[config.mk]
export PLATFORM = sky130hd
export DESIGN_NAME = game_state_ctrl
export DESIGN_NICKNAME = d
export VERILOG_FILES = /design/src/rtl/game_pkg.sv /design/src/rtl/key_edge_detect.sv /design/src/rtl/game_state_ctrl.sv
export SDC_FILE = /design/constraint.sdc
export NUM_CORES = 1
export LEC_CHECK = 0
export CORE_MARGIN = 8
export CORE_UTILIZATION = 54
export CTS_CLUSTER_DIAMETER = 50
export DETAILED_ROUTE_END_ITERATION = 10
export PLACE_DENSITY = 0.79
export SLEW_MARGIN = 20
export SYNTH_ARGS = -nofsm -noshare
export SYNTH_HDL_FRONTEND = slang
export SYNTH_SLANG_ARGS = --single-unit
export TNS_END_PERCENT = 5
[constraint.sdc]
create_clock -name Clk -period 4.3 [get_ports Clk]
set_clock_uncertainty 0.2 [all_clocks]
set_input_delay 1.29 -clock Clk [delete_from_list [all_inputs] [get_ports Clk]]
set_output_delay 1.29 -clock Clk [all_outputs]
set_load 0.01 [all_outputs]
[src/rtl/game_pkg.sv]
// Shared types for the game sequencer: FSM state encoding, the keycodes it
// reacts to, and the one-hot key press bundle produced by key_edge_detect.
package game_pkg;

   typedef enum logic [2:0] {
      ST_TITLE      = 3'd0,
      ST_TRANSITION = 3'd1,
      ST_PLAY       = 3'd2,
      ST_PAUSE      = 3'd3,
      ST_OVER       = 3'd4
   } game_state_e;

   localparam logic [7:0] KEY_ONE   = 8'h1E;
   localparam logic [7:0] KEY_TWO   = 8'h1F;
   localparam logic [7:0] KEY_ENTER = 8'h28;
   localparam logic [7:0] KEY_ESC   = 8'h29;
   localparam logic [7:0] KEY_P     = 8'h13;

   // One bit per key; each bit is a single-cycle press event.
   typedef struct packed {
      logic p;
      logic esc;
      logic enter;
      logic two;
      logic one;
   } key_press_t;

endpackage

[src/rtl/key_edge_detect.sv]
// Turns the held USB HID keycode into single-cycle press events: a key fires
// once when it appears and again only after it is released and re-pressed.
module key_edge_detect
   import game_pkg::*;
(
   input  logic       clk_i,
   input  logic       reset_i,
   input  logic [7:0] keycode_i,
   output key_press_t press_o
);

   logic [7:0] prev_keycode_q;

   always_ff @(posedge clk_i) begin
      if (reset_i) begin
         prev_keycode_q <= 8'h00;
      end else begin
         prev_keycode_q <= keycode_i;
      end
   end

   always_comb begin
      press_o       = '0;
      press_o.one   = (keycode_i == KEY_ONE)   && (prev_keycode_q != KEY_ONE);
      press_o.two   = (keycode_i == KEY_TWO)   && (prev_keycode_q != KEY_TWO);
      press_o.enter = (keycode_i == KEY_ENTER) && (prev_keycode_q != KEY_ENTER);
      press_o.esc   = (keycode_i == KEY_ESC)   && (prev_keycode_q != KEY_ESC);
      press_o.p     = (keycode_i == KEY_P)     && (prev_keycode_q != KEY_P);
   end

endmodule

[src/rtl/game_state_ctrl.sv]
// Top-level game sequencer: title -> transition -> play -> pause/over flow,
// round timer and player-count latch. Optional GAME_STATE_XSIT_TIMEOUT_EN
// forces TRANSITION -> PLAY after XSIT_TIMEOUT frames without TransitionDone.
module game_state_ctrl
   import game_pkg::*;
#(
   parameter int unsigned ROUND_FRAMES = 3600,
   parameter int unsigned OVER_FRAMES  = 300
`ifdef GAME_STATE_XSIT_TIMEOUT_EN
   ,
   parameter int unsigned XSIT_TIMEOUT = 240
`endif
) (
   input  logic        Clk,
   input  logic        Reset,
   input  logic        FrameTick,
   input  logic [7:0]  keycode,
   input  logic        TransitionDone,
   output logic        StartGame,
   output logic        StartTransition,
   output logic        GameActive,
   output logic        GameOver,
   output logic        TwoPlayer,
   output logic [15:0] FramesLeft,
   output logic [2:0]  DbgState
);

   localparam logic [15:0] ROUND_LEN = 16'(ROUND_FRAMES);
   localparam logic [15:0] OVER_LAST = 16'(OVER_FRAMES - 1);

   key_press_t  press;
   game_state_e state_q, state_d;
   logic        two_player_q, two_player_d;
   logic [15:0] frames_left_q, frames_left_d;
   logic [15:0] over_cnt_q, over_cnt_d;
   logic        start_game_q, start_xsit_q, game_active_q, game_over_q;

   key_edge_detect u_keys (
      .clk_i     (Clk),
      .reset_i   (Reset),
      .keycode_i (keycode),
      .press_o   (press)
   );

`ifdef GAME_STATE_XSIT_TIMEOUT_EN
   localparam logic [15:0] XSIT_LAST = 16'(XSIT_TIMEOUT - 1);
   logic [15:0] xsit_cnt_q, xsit_cnt_d;
   logic        xsit_expire;

   assign xsit_expire = FrameTick && (xsit_cnt_q == XSIT_LAST);

   always_ff @(posedge Clk) begin
      if (Reset) begin
         xsit_cnt_q <= 16'd0;
      end else begin
         xsit_cnt_q <= xsit_cnt_d;
      end
   end
`endif

   always_comb begin
      state_d       = state_q;
      two_player_d  = two_player_q;
      frames_left_d = frames_left_q;
      over_cnt_d    = over_cnt_q;
`ifdef GAME_STATE_XSIT_TIMEOUT_EN
      xsit_cnt_d    = xsit_cnt_q;
      if (state_q == ST_TRANSITION && FrameTick) begin
         xsit_cnt_d = xsit_cnt_q + 16'd1;
      end
`endif
      case (state_q)
         ST_TITLE: begin
            if (press.one) begin
               two_player_d = 1'b0;
            end else if (press.two) begin
               two_player_d = 1'b1;
            end
            if (press.enter) begin
               state_d       = ST_TRANSITION;
               frames_left_d = ROUND_LEN;
`ifdef GAME_STATE_XSIT_TIMEOUT_EN
               xsit_cnt_d    = 16'd0;
`endif
            end
         end
         ST_TRANSITION: begin
            if (press.esc) begin
               state_d       = ST_TITLE;
               frames_left_d = ROUND_LEN;
            end else if (TransitionDone) begin
               state_d = ST_PLAY;
`ifdef GAME_STATE_XSIT_TIMEOUT_EN
            end else if (xsit_expire) begin
               state_d = ST_PLAY;
`endif
            end
         end
         ST_PLAY: begin
            // ESC beats P beats expiry; a pause swallows that cycle's tick.
            if (press.esc) begin
               state_d       = ST_TITLE;
               frames_left_d = ROUND_LEN;
            end else if (press.p) begin
               state_d = ST_PAUSE;
            end else if (FrameTick) begin
               if (frames_left_q == 16'd1) begin
                  frames_left_d = 16'd0;
                  state_d       = ST_OVER;
                  over_cnt_d    = 16'd0;
               end else if (frames_left_q != 16'd0) begin
                  frames_left_d = frames_left_q - 16'd1;
               end
            end
         end
         ST_PAUSE: begin
            if (press.esc) begin
               state_d       = ST_TITLE;
               frames_left_d = ROUND_LEN;
            end else if (press.p) begin
               state_d = ST_PLAY;
            end
         end
         ST_OVER: begin
            if (press.enter || (FrameTick && over_cnt_q == OVER_LAST)) begin
               state_d       = ST_TITLE;
               frames_left_d = ROUND_LEN;
            end else if (FrameTick) begin
               over_cnt_d = over_cnt_q + 16'd1;
            end
         end
         default: begin
            state_d       = ST_TITLE;
            frames_left_d = ROUND_LEN;
         end
      endcase
   end

   // Outputs are decoded from the next state so they move with state_q.
   always_ff @(posedge Clk) begin
      if (Reset) begin
         state_q       <= ST_TITLE;
         two_player_q  <= 1'b0;
         frames_left_q <= ROUND_LEN;
         over_cnt_q    <= 16'd0;
         start_game_q  <= 1'b0;
         start_xsit_q  <= 1'b0;
         game_active_q <= 1'b0;
         game_over_q   <= 1'b0;
      end else begin
         state_q       <= state_d;
         two_player_q  <= two_player_d;
         frames_left_q <= frames_left_d;
         over_cnt_q    <= over_cnt_d;
         start_game_q  <= (state_d != ST_TITLE);
         start_xsit_q  <= (state_d == ST_TRANSITION);
         game_active_q <= (state_d == ST_PLAY);
         game_over_q   <= (state_d == ST_OVER);
      end
   end

   assign StartGame       = start_game_q;
   assign StartTransition = start_xsit_q;
   assign GameActive      = game_active_q;
   assign GameOver        = game_over_q;
   assign TwoPlayer       = two_player_q;
   assign FramesLeft      = frames_left_q;
   assign DbgState        = state_q;

endmodule

==> run summary <==
Worst R2R Path Depth = 6
worst-skew pair later-pin latency = 0.29 ns
slowest cell delay on critical path = 0.52 ns
hold_ws = 0.299 ns
Pins Over Slew Limit = 0
CP endpoint kind = flip-flop
aggregate global-route resource usage = 16.7%
Critical-path top delay cell = clkdlybuf4s50_1
Hold Crit Class = flip-flop to flip-flop
CTS root buf = clkbuf_8
DRT Wirelength = 5.97 mm
GR Overflow Total = 0
hold_buf cts = 0
initial antenna violation count = 0
synthesis-stage register bit count = 48
CP Class = primary input to flip-flop
Synth-to-Final Area Change = 21.2%
H-tree depth = 2
routability cong. = 0.933
hold depth = 2
worst slack, placed = 0.258 ns
wire length of the first global-routing pass = 10.2 mm
Least-Margin Pin Slew = 0.738 ns
Mapped Cells = 303
Die Ht = 84.2 um
CP required = 4.27 ns
cell taking the most area after synthesis = dfxtp_1
DR vias/cell = 6.14
Startpoint Class = primary input
# rows = 25
IO Count = 36
count of cell types in the netlist = 56
Sink Count = 48
Buf/Inv on CP = 1
slew margin rel. = 49.5%
Longest Clk Path Bufs = 2
sequential share of the synthesized area = 38.2%
critical path's top delay family = compound AO/OA/AOI/OAI gates
Synth Flop Type = dfxtp_1
WP data arrival = 3.72 ns
Crit Reg-Reg Startpoint = over_cnt_q[8]$_SDFFE_PP0P_
min Tclk post-route = 3.75 ns
clock transition at the registers of the reported paths = 0.09 ns
syn nets = 319
ANT cells = 0
Yosys top cell area share = 38.2%
max-cap viol count = 0
Die Area = 0.00710 mm^2
Tcrit/Tclk final = 87.2%
Hold Crit Endpoint = over_cnt_q[15]$_SDFFE_PP0P_
final hold violation count = 0
post-synthesis cell area = 0.00251 mm^2
R2R setup slack = 1.50 ns
Nets = 352
setup TNS = 0 ns
Post-synth EDFFs = 0
dpl hpwl = 4.42 mm
hold wc startpoint = over_cnt_q[15]$_SDFFE_PP0P_
Syn Area/Cell = 8.30 um^2
Synth area leaders = dfxtp_1 (38%), a31oi_1 (4.0%), nand2_1 (3.4%), nor2_1 (3.4%), a21oi_1 (3.2%)
Gates resized, CTS repair = 0
chip width = 84.2 um
DRC viols = 0
total number of vias = 2400
Setup WS post-layout = 0.549 ns
Iter 0 DRT Violations = 184
P per Cell Area = 278 mW/mm^2
status = completed
Yosys warnings = 0
CTS tree = done
Post-DRT Antenna Nets = 0
share of cells above drive strength 1 = 7.72%
largest net degree at the start of global routing = 23
Core Box Area = 0.00460 mm^2
RSZ-0062 raised after global routing = false
ys async rst share = 0%
final setup fails = 0
largest fanout on the critical path = 11
Peak Freq = 267 MHz
setup repair bufs after CTS = 0
Leak = 0.952 nW
IO Port Bufs = 35
via count of the first global-routing pass = 2244
Stages on worst setup path = 7
worst path cell trace = clkdlybuf4s50_1, or4b_4, a311oi_2, or3_1, a31o_2, a21o_1, o221ai_1
CTS Buf Count = 5
wire per inst = 15.3 um
Max VDD drop = 0.146 mV
DR pass1 iterations = 5
worst reg2reg endpoint = FramesLeft[14]$_SDFFE_PP0P_
Initial Util = 54.7%
## flip-flops by register name, indices dropped and copies added (netlist names)
signal and count:
FramesLeft 16, over_cnt_q 16, u_keys.prev_keycode_q 8, DbgState 3
GameActive 1, GameOver 1, StartGame 1, StartTransition 1
TwoPlayer 1
## synth_stat cells (4+ instances only)
master    number
nor2b_1        8
a21oi_1       16
dfxtp_1       48
inv_1         11
nor4_1         7
nand3_1       12
o21ai_0        6
nand4_1        7
nand2_1       23
buf_2          4
nor3_1        13
o21ai_1       12
nand2b_1       8
o211ai_1       5
or3_1         12
or4_1          6
nor2_1        23
a31oi_1       16
clkbuf_1      11
ha_1           4
## power breakdown
part           switching (mW)  internal (mW)
clock network           0.143          0.205
logic                  0.0238         0.0219
registers             0.00535          0.449
total                   0.172          0.677
## kinds of logic after synthesis
group / Yosys count / synth area share, %
flops: 48 / 38.2
fa+ha+maj: 4 / 1.99
compound gates: 80 / 21.9
xor+xnor: 3 / 1.04
simple gates: 142 / 32.7
buf+inv: 26 / 4.08
## cells in the final DEF (no fill, tap or decap), types with 2 or more instances in the layout
| cell | n |
|---|---|
| nor3_2 | 2 |
| ha_1 | 4 |
| nand3_1 | 12 |
| clkbuf_8 | 7 |
| nor2b_1 | 8 |
| buf_4 | 6 |
| nor4_1 | 7 |
| and4_1 | 2 |
| or3_1 | 12 |
| nor3_1 | 12 |
| nand4_1 | 7 |
| o21ai_0 | 6 |
| a221o_1 | 2 |
| nand4b_1 | 3 |
| or4b_4 | 2 |
| nor2_1 | 23 |
| clkdlybuf4s50_1 | 35 |
| o31ai_1 | 3 |
| nor3b_1 | 3 |
| o32a_1 | 2 |
| dfxtp_1 | 48 |
| a31oi_1 | 16 |
| nand3b_1 | 3 |
| o211ai_1 | 5 |
| nand2b_1 | 8 |
| inv_1 | 11 |
| o21ai_1 | 12 |
| a311oi_1 | 2 |
| xnor2_1 | 2 |
| or4_1 | 6 |
| a21oi_1 | 16 |
| o2111ai_1 | 2 |
| nand2_1 | 23 |
## worst max path at each step
stage	endpoint	slack (ns)	from
after floorplan	over_cnt_q[4]$_SDFFE_PP0P_	0.80	keycode[2]
after global placement	FramesLeft[14]$_SDFFE_PP0P_	0.31	keycode[2]
after detailed placement	FramesLeft[14]$_SDFFE_PP0P_	0.26	keycode[2]
after CTS	FramesLeft[14]$_SDFFE_PP0P_	0.57	keycode[0]
after global routing	FramesLeft[14]$_SDFFE_PP0P_	0.44	keycode[0]
final	FramesLeft[14]$_SDFFE_PP0P_	0.55	keycode[0]
## stage by stage
step	cells	power (mW)	util, %	area (um^2)
CTS	391	0.855	66.3	3050
finish	391	0.848	66.3	3050
detailed placement	383	0.510	63.5	2920
global placement	383	0.510	63.5	2920
global route	391	0.882	66.3	3050
floorplan	303	0.489	-	2510
## worst register-to-register path, delay by kind of cell (launching register included)
kind | cells | cell delay [ns]
AND/OR/NAND/NOR | 2 | 1.04
buffers and inverters | 1 | 0.20
AO/OA/AOI/OAI | 3 | 0.83
flip-flops | 1 | 0.41
## layout make-up
type,instances,area (um^2)
fillers,401,1550
well taps,54,67.6
clock buffers,7,96.3
repair buffers,41,395
multi-input cells,229,1460
inverters,11,41.3
flip-flops and latches,48,961
clock inverters,1,30.0
## layer usage
metal	GRT usage, %	routed length (um)
met5	0	0
met4	5.18	75
met3	3.78	240
met2	26.9	2890
met1	21.4	2770
Note: power is estimated with default switching activity, not from simulation.
